`src/rtl/id_issue_queue.sv`:
```
// In-order decode issue queue with a load-use scoreboard between IF and EX.
// Optional statistics counters are built when ID_ISSUE_STATS_EN is defined.
module id_issue_queue #(
    parameter int DEPTH    = 4,
    parameter int PC_W     = 32,
    parameter int INST_W   = 32,
    parameter int LOAD_LAT = 1
) (
    input  logic                     clk,
    input  logic                     rst,
    input  logic                     flush,
    input  logic                     in_valid,
    output logic                     in_ready,
    input  logic [PC_W-1:0]          in_pc,
    input  logic [INST_W-1:0]        in_inst,
    output logic                     out_valid,
    input  logic                     out_ready,
    output logic [PC_W-1:0]          out_pc,
    output logic [INST_W-1:0]        out_inst,
    output logic                     hazard,
`ifdef ID_ISSUE_STATS_EN
    output logic [31:0]              stat_hazard_cycles,
    output logic [31:0]              stat_full_cycles,
`endif
    output logic [$clog2(DEPTH):0]   count
);
    localparam int AW = $clog2(DEPTH);
    localparam int CW = AW + 1;

    logic [PC_W-1:0]   r_pc   [DEPTH];
    logic [INST_W-1:0] r_inst [DEPTH];
    logic [AW-1:0]     r_wr_ptr;
    logic [AW-1:0]     r_rd_ptr;
    logic [CW-1:0]     r_count;
    logic              r_sb_v    [LOAD_LAT];
    logic [4:0]        r_sb_addr [LOAD_LAT];

    logic              w_empty;
    logic              w_push;
    logic              w_pop;
    logic              w_sb_hit;
    logic [INST_W-1:0] w_head_inst;
    logic [5:0]        w_op;
    logic [5:0]        w_fn;
    logic [4:0]        w_rs;
    logic [4:0]        w_rt;
    logic              w_rs_used;
    logic              w_rt_used;
    logic              w_is_load;

    function automatic logic f_rs_used(input logic [5:0] op, input logic [5:0] fn);
        case (op)
            6'b000010, 6'b000011, 6'b001111: f_rs_used = 1'b0;
            6'b000000: f_rs_used = !(fn == 6'b000000 || fn == 6'b000010 || fn == 6'b000011);
            default:   f_rs_used = 1'b1;
        endcase
    endfunction

    function automatic logic f_rt_used(input logic [5:0] op);
        case (op)
            6'b000000, 6'b000100, 6'b000101,
            6'b101011, 6'b101001, 6'b101000: f_rt_used = 1'b1;
            default:                         f_rt_used = 1'b0;
        endcase
    endfunction

    function automatic logic f_is_load(input logic [5:0] op);
        case (op)
            6'b100011, 6'b100000, 6'b100100,
            6'b100001, 6'b100101: f_is_load = 1'b1;
            default:              f_is_load = 1'b0;
        endcase
    endfunction

    assign w_empty     = (r_count == {CW{1'b0}});
    assign w_head_inst = r_inst[r_rd_ptr];
    assign w_op        = w_head_inst[31:26];
    assign w_rs        = w_head_inst[25:21];
    assign w_rt        = w_head_inst[20:16];
    assign w_fn        = w_head_inst[5:0];
    assign w_rs_used   = f_rs_used(w_op, w_fn);
    assign w_rt_used   = f_rt_used(w_op);
    assign w_is_load   = f_is_load(w_op);

    // Head is blocked if any in-flight load targets a non-zero source it reads.
    always_comb begin
        w_sb_hit = 1'b0;
        for (int i = 0; i < LOAD_LAT; i++) begin
            w_sb_hit = w_sb_hit | (r_sb_v[i] && (r_sb_addr[i] != 5'd0) &&
                       ((w_rs_used && (r_sb_addr[i] == w_rs)) ||
                        (w_rt_used && (r_sb_addr[i] == w_rt))));
        end
    end

    assign in_ready  = (r_count < CW'(DEPTH));
    assign hazard    = !w_empty && w_sb_hit;
    assign out_valid = !w_empty && !w_sb_hit;
    assign out_pc    = w_empty ? {PC_W{1'b0}} : r_pc[r_rd_ptr];
    assign out_inst  = w_empty ? {INST_W{1'b0}} : w_head_inst;
    assign count     = r_count;
    assign w_push    = in_valid && in_ready && !flush;
    assign w_pop     = out_valid && out_ready;

    // Pointer and occupancy tracking; flush empties the queue but the head pop still counts as issued.
    always_ff @(posedge clk or posedge rst) begin
        if (rst) begin
            r_wr_ptr <= {AW{1'b0}};
            r_rd_ptr <= {AW{1'b0}};
            r_count  <= {CW{1'b0}};
        end else if (flush) begin
            r_wr_ptr <= {AW{1'b0}};
            r_rd_ptr <= {AW{1'b0}};
            r_count  <= {CW{1'b0}};
        end else begin
            r_wr_ptr <= w_push ? r_wr_ptr + AW'(1) : r_wr_ptr;
            r_rd_ptr <= w_pop  ? r_rd_ptr + AW'(1) : r_rd_ptr;
            case ({w_push, w_pop})
                2'b10:   r_count <= r_count + CW'(1);
                2'b01:   r_count <= r_count - CW'(1);
                default: r_count <= r_count;
            endcase
        end
    end

    // Entry storage, written at the tail on an accepted push.
    always_ff @(posedge clk or posedge rst) begin
        if (rst) begin
            for (int i = 0; i < DEPTH; i++) begin
                r_pc[i]   <= {PC_W{1'b0}};
                r_inst[i] <= {INST_W{1'b0}};
            end
        end else if (w_push) begin
            r_pc[r_wr_ptr]   <= in_pc;
            r_inst[r_wr_ptr] <= in_inst;
        end else begin
            r_pc[r_wr_ptr]   <= r_pc[r_wr_ptr];
            r_inst[r_wr_ptr] <= r_inst[r_wr_ptr];
        end
    end

    // Load scoreboard shifts only while EX advances; flush leaves in-flight loads alone.
    always_ff @(posedge clk or posedge rst) begin
        if (rst) begin
            for (int i = 0; i < LOAD_LAT; i++) begin
                r_sb_v[i]    <= 1'b0;
                r_sb_addr[i] <= 5'd0;
            end
        end else if (out_ready) begin
            r_sb_v[0]    <= w_pop && w_is_load;
            r_sb_addr[0] <= (w_pop && w_is_load) ? w_rt : 5'd0;
            for (int i = 1; i < LOAD_LAT; i++) begin
                r_sb_v[i]    <= r_sb_v[i-1];
                r_sb_addr[i] <= r_sb_addr[i-1];
            end
        end else begin
            for (int i = 0; i < LOAD_LAT; i++) begin
                r_sb_v[i]    <= r_sb_v[i];
                r_sb_addr[i] <= r_sb_addr[i];
            end
        end
    end

`ifdef ID_ISSUE_STATS_EN
    logic [31:0] r_stat_hazard;
    logic [31:0] r_stat_full;

    // Saturating event counters, cleared only by reset.
    always_ff @(posedge clk or posedge rst) begin
        if (rst) begin
            r_stat_hazard <= 32'd0;
            r_stat_full   <= 32'd0;
        end else begin
            if (hazard && (r_stat_hazard != 32'hFFFF_FFFF)) begin
                r_stat_hazard <= r_stat_hazard + 32'd1;
            end else begin
                r_stat_hazard <= r_stat_hazard;
            end
            if (in_valid && !in_ready && (r_stat_full != 32'hFFFF_FFFF)) begin
                r_stat_full <= r_stat_full + 32'd1;
            end else begin
                r_stat_full <= r_stat_full;
            end
        end
    end

    assign stat_hazard_cycles = r_stat_hazard;
    assign stat_full_cycles   = r_stat_full;
`endif
endmodule
```
`config.mk`:
```
export PLATFORM = sky130hd
export DESIGN_NAME = id_issue_queue
export DESIGN_NICKNAME = d
export VERILOG_FILES = /design/src/rtl/id_issue_queue.sv
export SDC_FILE = /design/constraint.sdc
export NUM_CORES = 1
export LEC_CHECK = 0
export BUFFER_PORTS_ARGS = -buffer_cell sky130_fd_sc_hd__buf_2
export CAP_MARGIN = 40
export CORE_ASPECT_RATIO = 0.75
export CORE_UTILIZATION = 45
export CTS_CLUSTER_SIZE = 25
export DETAILED_ROUTE_END_ITERATION = 6
export GPL_TIMING_DRIVEN = 0
export MAX_ROUTING_LAYER = met4
export PLACE_DENSITY = 0.66
export SYNTH_ARGS = -nofsm -noshare
export SYNTH_HDL_FRONTEND = slang
export SYNTH_SLANG_ARGS = --single-unit
```
`constraint.sdc`:
```
create_clock -name clk -period 8.2 [get_ports clk]
set_clock_uncertainty 0.15 [all_clocks]
set_input_delay 1.23 -clock clk [delete_from_list [all_inputs] [get_ports clk]]
set_output_delay 1.23 -clock clk [all_outputs]
set_load 0.02 [all_outputs]
```
== Word level (Yosys, flattened, before mapping) ==
Index checks and enable logic that the tools add are counted.
Word-level totals
  register bits after elaboration: 269
  bits in latches: 0
  RAM bits: 0
  memory bits (read-only): 0
  input bits: 69
  memories kept: 0
Operators by class
  $add $sub $neg: 4
  $mul: 0
  divide/modulo/power cells: 0
  magnitude comparators: 4
  equality and inequality tests: 19
  shift-type cells: 0
  mux-type cells: 32
  bitwise logic cells: 2
  reductions and logical operators: 28
Operators by type and width (number)
  128-bit bitwise mux: 4
  32-bit two-way mux: 11
  32-bit binary-select mux with 2-bit select: 4
  128-bit two-way mux: 2
  32-bit demux with 2-bit select: 1
  6-bit == test (second input constant): 8
  6-bit by 2-bit == test with 1-bit output (second input constant): 4
  6-bit by 3-bit == test with 1-bit output (second input constant): 2
  6-bit logical NOT: 2
  1-bit logical AND: 11
  5-bit == test: 2
  2-bit two-way mux: 4
  6-bit by 4-bit == test with 1-bit output (second input constant): 1
  3-bit >= comparator (second input constant): 2
  2-bit inverter with 3-bit output: 2
  3-bit one-hot mux with 2 select lines: 1
  6-bit OR reduction: 1
  5-bit two-way mux: 1
  5-bit nonzero test: 1
  5-bit OR reduction: 1
  2-bit by 1-bit adder with 2-bit output (second input constant): 2
  1-bit logical NOT: 4
  2-bit nonzero test: 2
  3-bit by 1-bit adder with 3-bit output (second input constant): 1
  12 further kinds: 15

== Logic depth before layout (Yosys ltp) ==
Gate-level depths: netlist of the first run.
  depth after elaboration: 18
  gate-level depth with buffers: 13

== Worst setup path after synthesis of the first run ==
OpenSTA, ideal clock, no wires.
  path kind: reg-to-output
  start point: register r_rd_ptr[0]
  end point: output out_valid
  data arrival time: 2302 ps
  path slack: 4518 ps
  stages on the path, launching flop included: 8
  path buffers: 2
  cells stage by stage: dfrtp_1 clkbuf_4 mux4_2 nor4_2 nand4_1 and4b_1 buf_6 nor3_1
On the way
  word-level cells in the longest chain between the ends: 14
  elaborated cells between the ends (all ways): 31
  classes of those cells: eq/ne: 12; mux: 5; bitwise: 1; reduce/logical: 13
RTL lines
  start: declaration: RTL line 33  | logic [AW-1:0] r_rd_ptr;
  start signal: assignment: RTL line 108  | r_rd_ptr <= {AW{1'b0}};
  start signal: assignment: RTL line 112  | r_rd_ptr <= {AW{1'b0}};
  start signal: assignment: RTL line 116  | r_rd_ptr <= w_pop ? r_rd_ptr + AW'(1) : r_rd_ptr;
  2-bit inverter with 3-bit output (not written as such) (*): RTL line 76  | assign w_head_inst = r_inst[r_rd_ptr];
  32-bit binary-select mux with 2-bit select (*): RTL line 76
  32-bit two-way mux (not written as such) (*) (2 in series): RTL line 76
  6-bit by 2-bit == test with 1-bit output / 6-bit logical NOT (equally long branches): RTL line 54  | 6'b000000: f_rs_used = !(fn == 6'b000000 || fn == 6'b000010 || fn == 6'b000011);
  1-bit logical OR (2 in series): RTL line 54
  1-bit logical NOT: RTL line 54
  1-bit one-hot mux with 2 select lines: RTL line 52  | case (op)
  1-bit logical AND: RTL line 90  | ((w_rs_used && (r_sb_addr[i] == w_rs)) ||
  1-bit logical OR (*): RTL line 90
  1-bit logical AND (*): RTL line 89  | w_sb_hit = w_sb_hit | (r_sb_v[i] && (r_sb_addr[i] != 5'd0) &&
  1-bit logical NOT (*): RTL line 97  | assign out_valid = !w_empty && !w_sb_hit;
  1-bit logical AND (*): RTL line 97
  end: declaration: RTL line 16  | output logic out_valid,
Mark *: on every way between the ends. The rest lies on a longest branch, timed or not. The select of a mux whose other input is x is not followed.

== Worst setup path after layout of the first run ==
  start point: register r_rd_ptr[1]
  end point: output out_valid
Same word-level chain as after synthesis.

==> results of run 1 <==
==> final cells by class <==
cell class,instances,area [um2],area share
Buffer,102,450,0.0275
Clock inverter,11,114,0.00694
Timing Repair Buffer,154,943,0.0575
Antenna cell,3,7.51,0.000458
Inverter,6,26.3,0.00160
Clock buffer,38,820,0.0500
Tap cell,399,499,0.0304
Sequential cell,269,6730,0.410
Multi-Input combinational cell,845,6810,0.415
==> worst max-delay path by stage <==
stage,end,depth (start not counted),startpoint
after CTS,out_valid,9,r_rd_ptr[1]$_DFFE_PP0P_
after floorplan,count[0]$_DFFE_PP0P_,1,rst
after detailed placement,count[1]$_DFFE_PP0P_,11,in_valid
after global placement,r_pc[71]$_DFFE_PP0P_,2,rst
final,out_valid,9,r_rd_ptr[1]$_DFFE_PP0P_
after global routing,out_valid,9,r_rd_ptr[1]$_DFFE_PP0P_
==> worst max-delay path: stages (launching register included) <==
cell and delay, ps:
dfrtp_1 350, buf_4 200, clkbuf_1 680, mux4_2 470, nor3_1 170, nand4_1 140
and4b_1 250, buf_6 140, nor3_1 270, buf_2 220
==> sequential cells by signal (all words and copies together) (netlist names) <==
name       count
r_inst       128
r_pc         128
r_sb_addr      5
count          3
r_rd_ptr       2
r_wr_ptr       2
r_sb_v         1
==> metrics by stage <==
stage	hold slack, ps	setup slack (ps)	utilization	instances
4_1_cts	354	3410	0.539	1824
2_1_floorplan	316	3270	-	1222
3_3_place_gp	335	1670	0.500	1759
5_1_grt	394	3350	0.539	1827
6_report	355	3380	0.539	1827
3_5_place_dp	337	3880	0.508	1775
==> cell families after synthesis <==
kind of cell / count (synthesis) / synth area share
muxes: 192 / 0.253
xor gates and xnor gates: 14 / 0.00973
buffers and inverters: 108 / 0.0337
DFF: 269 / 0.480
adders and majority gates: 5 / 0.00500
and+or+nand+nor: 360 / 0.115
AOI/OAI and AO/OA: 274 / 0.104
==> power by group through the flow <==
| stage | clock (mW) | sequential (mW) | combinational [mW] |
|---|---|---|---|
| final | 1.30 | 2.27 | 3.60 |
| after global placement | 0 | 2.23 | 3.48 |
| after global routing | 1.37 | 2.33 | 3.90 |
| after floorplan | 0 | 2.15 | 2.56 |
| after CTS | 1.32 | 2.25 | 3.61 |
| after detailed placement | 0 | 2.26 | 3.61 |
==> metal layers <==
metal / global-route usage / part of all wire / vias to the layer above
met3: 0.0440 / 0.080 / 47
met5: - / 0 / -
met2: 0.391 / 0.46 / 462
met1: 0.400 / 0.45 / 5597
met4: 0.0515 / 0.015 / 0
li1: - / - / 4778
==> cells in the final DEF (no fill, tap or decap), types with 5 or more instances in the layout <==
master	n
and2_1	62
mux4_2	122
mux4_1	6
clkinv_2	6
clkbuf_16	29
clkbuf_8	6
a21oi_1	258
buf_1	11
nor2_1	270
clkbuf_1	79
buf_6	10
xnor2_1	12
buf_12	8
buf_2	145
mux2i_1	64
a32o_1	5
inv_1	5
dfrtp_1	269
==> metrics.txt, run 1 <==
row count=55; number of enable flip-flop cells after synthesis=0; Post-CTS Setup Bufs=0; area share of the largest cell type after synthesis=0.480; TritonCTS clock tree=done; YS warnings=0; port bufs=138; post-synthesis sequential area ratio=0.480; clk sink count=269; flop2flop setup slack=4270 ps; Vias=10,884; slew margin rel.=0.411; CP endpoint kind=output port; clock network power share=0.181; largest cells by area after synthesis=dfrtp_1, mux4_2, a21oi_1; minimum clock period=4820 ps; Worst-path clk slew=60 ps; Leakage=6.35 nW; clk root buf=clkbuf_16; GPL Wtd Cong=0.845; Min-Delay Path Class=reg2reg; unrepaired setup endpoints after global routing=no; Startpoint Class=flip-flop; post-route clock period utilization=0.588; final hold violation count=0; Max Clock Freq=0.208 GHz; wire length per cell=22.3 um; DP Wirelength=28,200 um; Post-synth top flop=dfrtp_1; Clk Latency, worst-skew pair=560 ps; post-synthesis register bit count=269; core area=30,400 um2; critical path class=reg2out; total CTS buffers=28; Ports=139; mean number of vias per cell=5.96; setup TNS=0 ps; dominant cell type by area after synthesis=dfrtp_1; Seq pwr share=0.316; worst r2r src=r_rd_ptr[1]$_DFFE_PP0P_; R2R depth=12; outcome=finished, final reports clean; Worst Hold Path Cells=1; area delta synth->final=17.0%; Synth cell types=50; Mapped Cells=1,222; drt drc=0; H-tree Lvls=1; die extent in y=155 um; Crit path arrival time=3440 ps; WL final=40,700 um; Die Wd=206 um; beginning of the worst hold path=r_sb_v$_DFFE_PP0P_; Cell Area, Placed=15,500 um2; die footprint=31,900 um2; Post-synth top cells=nor2_1, dfrtp_1, a21oi_1; DRT iter0 DRCs=1,180; fill count=2,654; maximum VDD drop=0.201 mV; drt pass-1 iters=5; Power Total=7.17 mW; post-CTS sizing=0; hold_buf cts=0; final instance area=16,400 um2; Post-layout nets=1,480; mapped cell area=14,000 um2; sw power=3.03 mW; Clock Tree Buf Depth=3; Congestion Overflow GR=0; worst r2r dst=count[1]$_DFFE_PP0P_; layout cells sized above 1=0.242; Logic pwr share=0.502; Worst EP required=6820 ps; MaxCap Viol Count=0; syn_nets=1,296; most frequent cell after synthesis=nor2_1; Min-Delay Endpoint=r_sb_v$_DFFE_PP0P_; P_int=4.14 mW; Slew Viols, Final=0; asr flop ratio synth=1.00; initial antenna violation count=3; vias in the first global route=10,941; power per standard cell area=437 nW/um2; Starting Density=0.461; pin count of the biggest net entering global routing=40; Worst Path Max Fanout=10; Setup Viol. Count Final=0; GRT Overall Usage=0.268; ANT nets after route=0; first-pass GRT wire length=63,300 um; Slew @ Worst Pin=884 ps; Syn Area/Cell=11.5 um2; Sw Ratio=0.423
Note: power is estimated with default switching activity, not from simulation.
==> run 2, diff against run 1 <==
PLACE_DENSITY = 0.63   (was 0.66)
clock period = 5 ns   (was 8.2 ns; I/O delays follow)
==> metrics.txt, run 2 (synthesis results as in run 1) <==
outcome=finished, final reports clean; area delta synth->final=17.3%; setup TNS=0 ps; worst hold slack=96.5 ps; Leakage=6.37 nW; drt drc=0; Crit path arrival time=3400 ps; slowest CP cell=clkbuf_1; MaxCap Viol Count=0; GPL Wtd Cong=0.836; DRT iter0 DRCs=997; Cell Area, Placed=15,500 um2; biggest regs=r_inst: 128 flops, r_pc: 128 flops, r_sb_addr: 5 flops; Starting Density=0.461; final instance area=16,400 um2; worst r2r dst=count[1]$_DFFE_PP0P_; vias in the first global route=11,169; mean number of vias per cell=5.98; CP peak stage delay=640 ps; clk root buf=clkbuf_16; sw power=4.97 mW; Max Clock Freq=0.233 GHz; minimum clock period=4300 ps; Post-CTS Setup Bufs=0; first-pass GRT wire length=64,500 um; total CTS buffers=29; Worst Setup EP=out_valid; Worst Setup SP=r_rd_ptr[1]$_DFFE_PP0P_; clock network power share=0.184; Slew @ Worst Pin=899 ps; TritonCTS clock tree=done; critical path class=reg2out; slew margin rel.=0.401; initial antenna violation count=2; layout cells sized above 1=0.244; Worst-path clk slew=60 ps; maximum VDD drop=0.302 mV; Min-Delay Path Class=in2async; Ports=139; post-route clock period utilization=0.859; GRT Overall Usage=0.272; WL final=40,700 um; power per standard cell area=718 nW/um2; CP Depth=9; port bufs=138; die extent in y=155 um; wire length per cell=22.3 um; Die Wd=206 um; Clk Latency, worst-skew pair=550 ps; clk sink count=269; flop2flop setup slack=1130 ps; worst r2r src=r_rd_ptr[1]$_DFFE_PP0P_; row count=55; most frequent cells in the layout=nor2_1, dfrtp_1, a21oi_1; fin cells=1,829; placed cell count=1,775; Slew Viols, Final=0; final hold violation count=0; core area=30,400 um2; unrepaired setup endpoints after global routing=no; Clock Tree Buf Depth=3; Startpoint Class=flip-flop; Worst EP required=4100 ps; CP delay by family, top=buffers and inverters; DP Wirelength=28,300 um; critical path's most frequent cell=nor3_1; Seq pwr share=0.316; Worst Path Buf+Inv=4; CP endpoint kind=output port; die footprint=31,900 um2; Sw Ratio=0.422; Setup Viol. Count Final=0; Congestion Overflow GR=0; Logic pwr share=0.499; H-tree Lvls=1; Worst Path Max Fanout=10; Post-layout nets=1,481; R2R depth=12; pin count of the biggest net entering global routing=38; hold_buf cts=0; critical-path cell list=buf_4, clkbuf_1, mux4_2, nor3_1, nand4_1, and4b_1, buf_6, nor3_1, buf_2; P_int=6.82 mW; Final Core Density=0.540; drt pass-1 iters=5; fill count=2,660; post-CTS sizing=0; Vias=10,929; commonest non-fill, non-tap cell in the layout=nor2_1; ANT nets after route=0
[run 2: cell count changes in the layout (fill, tap and decap cells not counted), sizes merged]
cell	delta
clkinvlp	-1
inv	+1
clkinv	+2
clkbuf	+1
diode	-1
[run 2: final cells by class]
cell class                 instances  area [um2]  share of cell area
inverter                           6        26.3             0.00160
sequential                       269        6730               0.409
antenna                            2        5.00            0.000304
tap                              399         499              0.0304
clock inverter                    13         128             0.00776
clock buffer                      39         833              0.0507
buffer                           102         450              0.0274
timing repair buffer             154         951              0.0578
multi-input combinational        845        6810               0.415
[run 2: worst register-to-register path: cells and delay by family (launching register included)]
| kind | cells | cell delay (ps) |
|---|---|---|
| fa+ha+maj | 1 | 470 |
| simple gates | 5 | 880 |
| mux | 1 | 500 |
| flops | 1 | 340 |
| compound gates | 2 | 390 |
| buf+inv | 3 | 990 |
[run 2: worst min-delay path by stage]
stage	depth (start not counted)	to	slack, ps	start
after floorplan	1	r_sb_v$_DFFE_PP0P_	320	r_sb_v$_DFFE_PP0P_
after global placement	1	r_sb_v$_DFFE_PP0P_	340	r_sb_v$_DFFE_PP0P_
after detailed placement	1	r_sb_v$_DFFE_PP0P_	340	r_sb_v$_DFFE_PP0P_
after CTS	2	r_inst[44]$_DFFE_PP0P_	100	rst
after global routing	2	r_inst[44]$_DFFE_PP0P_	130	rst
final	2	r_inst[44]$_DFFE_PP0P_	100	rst
[run 2: layer usage]
layer | global-route usage | vias up | wire (um)
li1 | - | 4795 | -
met1 | 0.404 | 5629 | 18200
met2 | 0.397 | 448 | 18700
met3 | 0.0381 | 57 | 3010
met4 | 0.0672 | 0 | 831
met5 | - | - | 0
[run 2: power groups by stage]
stage / logic [mW] / registers, mW / clock network, mW
floorplan: 4.20 / 3.53 / 0
global placement: 5.71 / 3.67 / 0
detailed placement: 5.91 / 3.72 / 0
CTS: 5.92 / 3.70 / 2.20
global route: 6.39 / 3.84 / 2.29
finish: 5.89 / 3.73 / 2.17
[run 2: stage by stage]
| stage | power [mW] | setup WS (ps) |
|---|---|---|
| floorplan | 7.74 | 547 |
| global placement | 9.37 | -1130 |
| detailed placement | 9.63 | 1190 |
| CTS | 11.8 | 696 |
| global route | 12.5 | 620 |
| finish | 11.8 | 705 |
==> run 3, diff against run 2 <==
CORE_MARGIN = 2   (was unset)
==> metrics.txt, run 3 (synthesis results as in run 1) <==
outcome=finished, final reports clean; Setup Viol. Count Final=0; GRT Overall Usage=0.260; worst r2r dst=count[1]$_DFFE_PP0P_; post-CTS sizing=0; Die Wd=208 um; biggest regs=r_inst: 128 flops, r_pc: 128 flops, r_sb_addr: 5 flops; Clk Latency, worst-skew pair=550 ps; area delta synth->final=18.4%; sequential standard cell area=6730 um2; core area=30,400 um2; maximum VDD drop=0.343 mV; Logic pwr share=0.487; Slew Viols, Final=0; Setup WS pre-CTS=1140 ps; Min-Delay Path Class=in2async; Slew @ Worst Pin=918 ps; Worst EP required=4100 ps; Sw Ratio=0.411; Leakage=6.44 nW; slew margin rel.=0.388; TritonCTS clock tree=done; die footprint=32,600 um2; clock network power share=0.205; Ports=139; total CTS buffers=28; fill count=2,646; Seq pwr share=0.308; clk root buf=clkbuf_16; minimum clock period=4270 ps; WL final=40,600 um; unrepaired setup endpoints after global routing=no; Worst Path Max Fanout=10; post-route clock period utilization=0.855; slack of the critical path=727 ps; Power Total=12.1 mW; pin count of the biggest net entering global routing=39; layout cells sized above 1=0.246; Vias=10,911; initial antenna violation count=3; Post-layout nets=1,481; DP Wirelength=28,200 um; commonest non-fill, non-tap cell in the layout=nor2_1; H-tree Lvls=1; CP endpoint kind=output port; most frequent cells in the layout=nor2_1, dfrtp_1, a21oi_1; Post-CTS Setup Bufs=0; R2R depth=12; wire length per cell=22.2 um; GPL Wtd Cong=0.837; Clock Tree Buf Depth=3; flop2flop setup slack=1170 ps; footprint of the multi-input gates=6810 um2; drt drc=0; P_int=7.11 mW; MaxCap Viol Count=0; row count=55; Congestion Overflow GR=0; hold_buf cts=0; Worst-path clk slew=70 ps; DRT iter0 DRCs=930; Starting Density=0.461; critical path class=reg2out; first-pass GRT wire length=63,800 um; worst r2r src=r_rd_ptr[1]$_DFFE_PP0P_; Final Core Density=0.546; Max Clock Freq=0.234 GHz; Startpoint Class=flip-flop; sw power=4.97 mW; clk sink count=269; final hold violation count=0; ANT nets after route=0; port bufs=138; mean number of vias per cell=5.96; power per standard cell area=728 nW/um2; Crit path arrival time=3370 ps; drt pass-1 iters=5; die extent in y=157 um; vias in the first global route=11,128
-- run 3: cell types whose count changed in the layout (fill, tap and decap cells not counted), sizes merged --
cell / previous run / this run
bufinv: 2 / 9
buf: 178 / 179
inv: 6 / 5
clkinvlp: 2 / 4
clkinv: 9 / 8
diode: 2 / 3
clkbuf: 116 / 109
-- run 3: per-stage QoR --
stage / setup TNS (ps) / hold WS, ps / cell area, um2 / instances
2_1_floorplan: 0 / 316 / 14000 / 1222
3_3_place_gp: -305680 / 333 / 15200 / 1759
3_5_place_dp: 0 / 340 / 15500 / 1776
4_1_cts: 0 / 143 / 16600 / 1828
5_1_grt: 0 / 181 / 16600 / 1831
6_report: 0 / 133 / 16600 / 1831
-- run 3: layer usage --
| layer | global-route usage | vias up | wire (um) |
|---|---|---|---|
| met5 | - | - | 0 |
| met4 | 0.0601 | 0 | 859 |
| met3 | 0.0448 | 60 | 2900 |
| met2 | 0.385 | 424 | 18600 |
| met1 | 0.378 | 5636 | 18300 |
| li1 | - | 4791 | - |
-- run 3: worst max-delay path by stage --
stage | startpoint | end | slack (ps) | depth (start not counted)
finish | r_rd_ptr[1]$_DFFE_PP0P_ | out_valid | 730 | 9
global route | r_rd_ptr[1]$_DFFE_PP0P_ | out_valid | 590 | 9
CTS | r_rd_ptr[1]$_DFFE_PP0P_ | out_valid | 700 | 9
detailed placement | in_valid | count[1]$_DFFE_PP0P_ | 1140 | 11
global placement | rst | r_pc[71]$_DFFE_PP0P_ | -1170 | 2
floorplan | rst | count[0]$_DFFE_PP0P_ | 550 | 1
-- run 3: final cells by class --
cell class,count,area share
Antenna cell,3,0.000452
Buffer,102,0.0271
Clock buffer,32,0.0462
Clock inverter,20,0.0200
Inverter,6,0.00158
Multi-Input combinational cell,845,0.410
Sequential cell,269,0.406
Tap cell,399,0.0301
Timing Repair Buffer,155,0.0585
-- run 3: critical path: stages, from the launching register on --
cell and delay (ps):
dfrtp_1 350, buf_4 210, clkbuf_1 610, mux4_2 480, nor3_1 160, nand4_1 130, and4b_1 240, buf_6 140
nor3_1 270, buf_2 220
-- run 3: power groups by stage --
| stage | Combinational (mW) | Sequential, mW | Clock (mW) |
|---|---|---|---|
| floorplan | 4.20 | 3.53 | 0 |
| detailed placement | 5.91 | 3.71 | 0 |
| CTS | 5.91 | 3.70 | 2.52 |
| finish | 5.88 | 3.72 | 2.48 |
| global placement | 5.71 | 3.67 | 0 |
| global route | 6.40 | 3.82 | 2.60 |
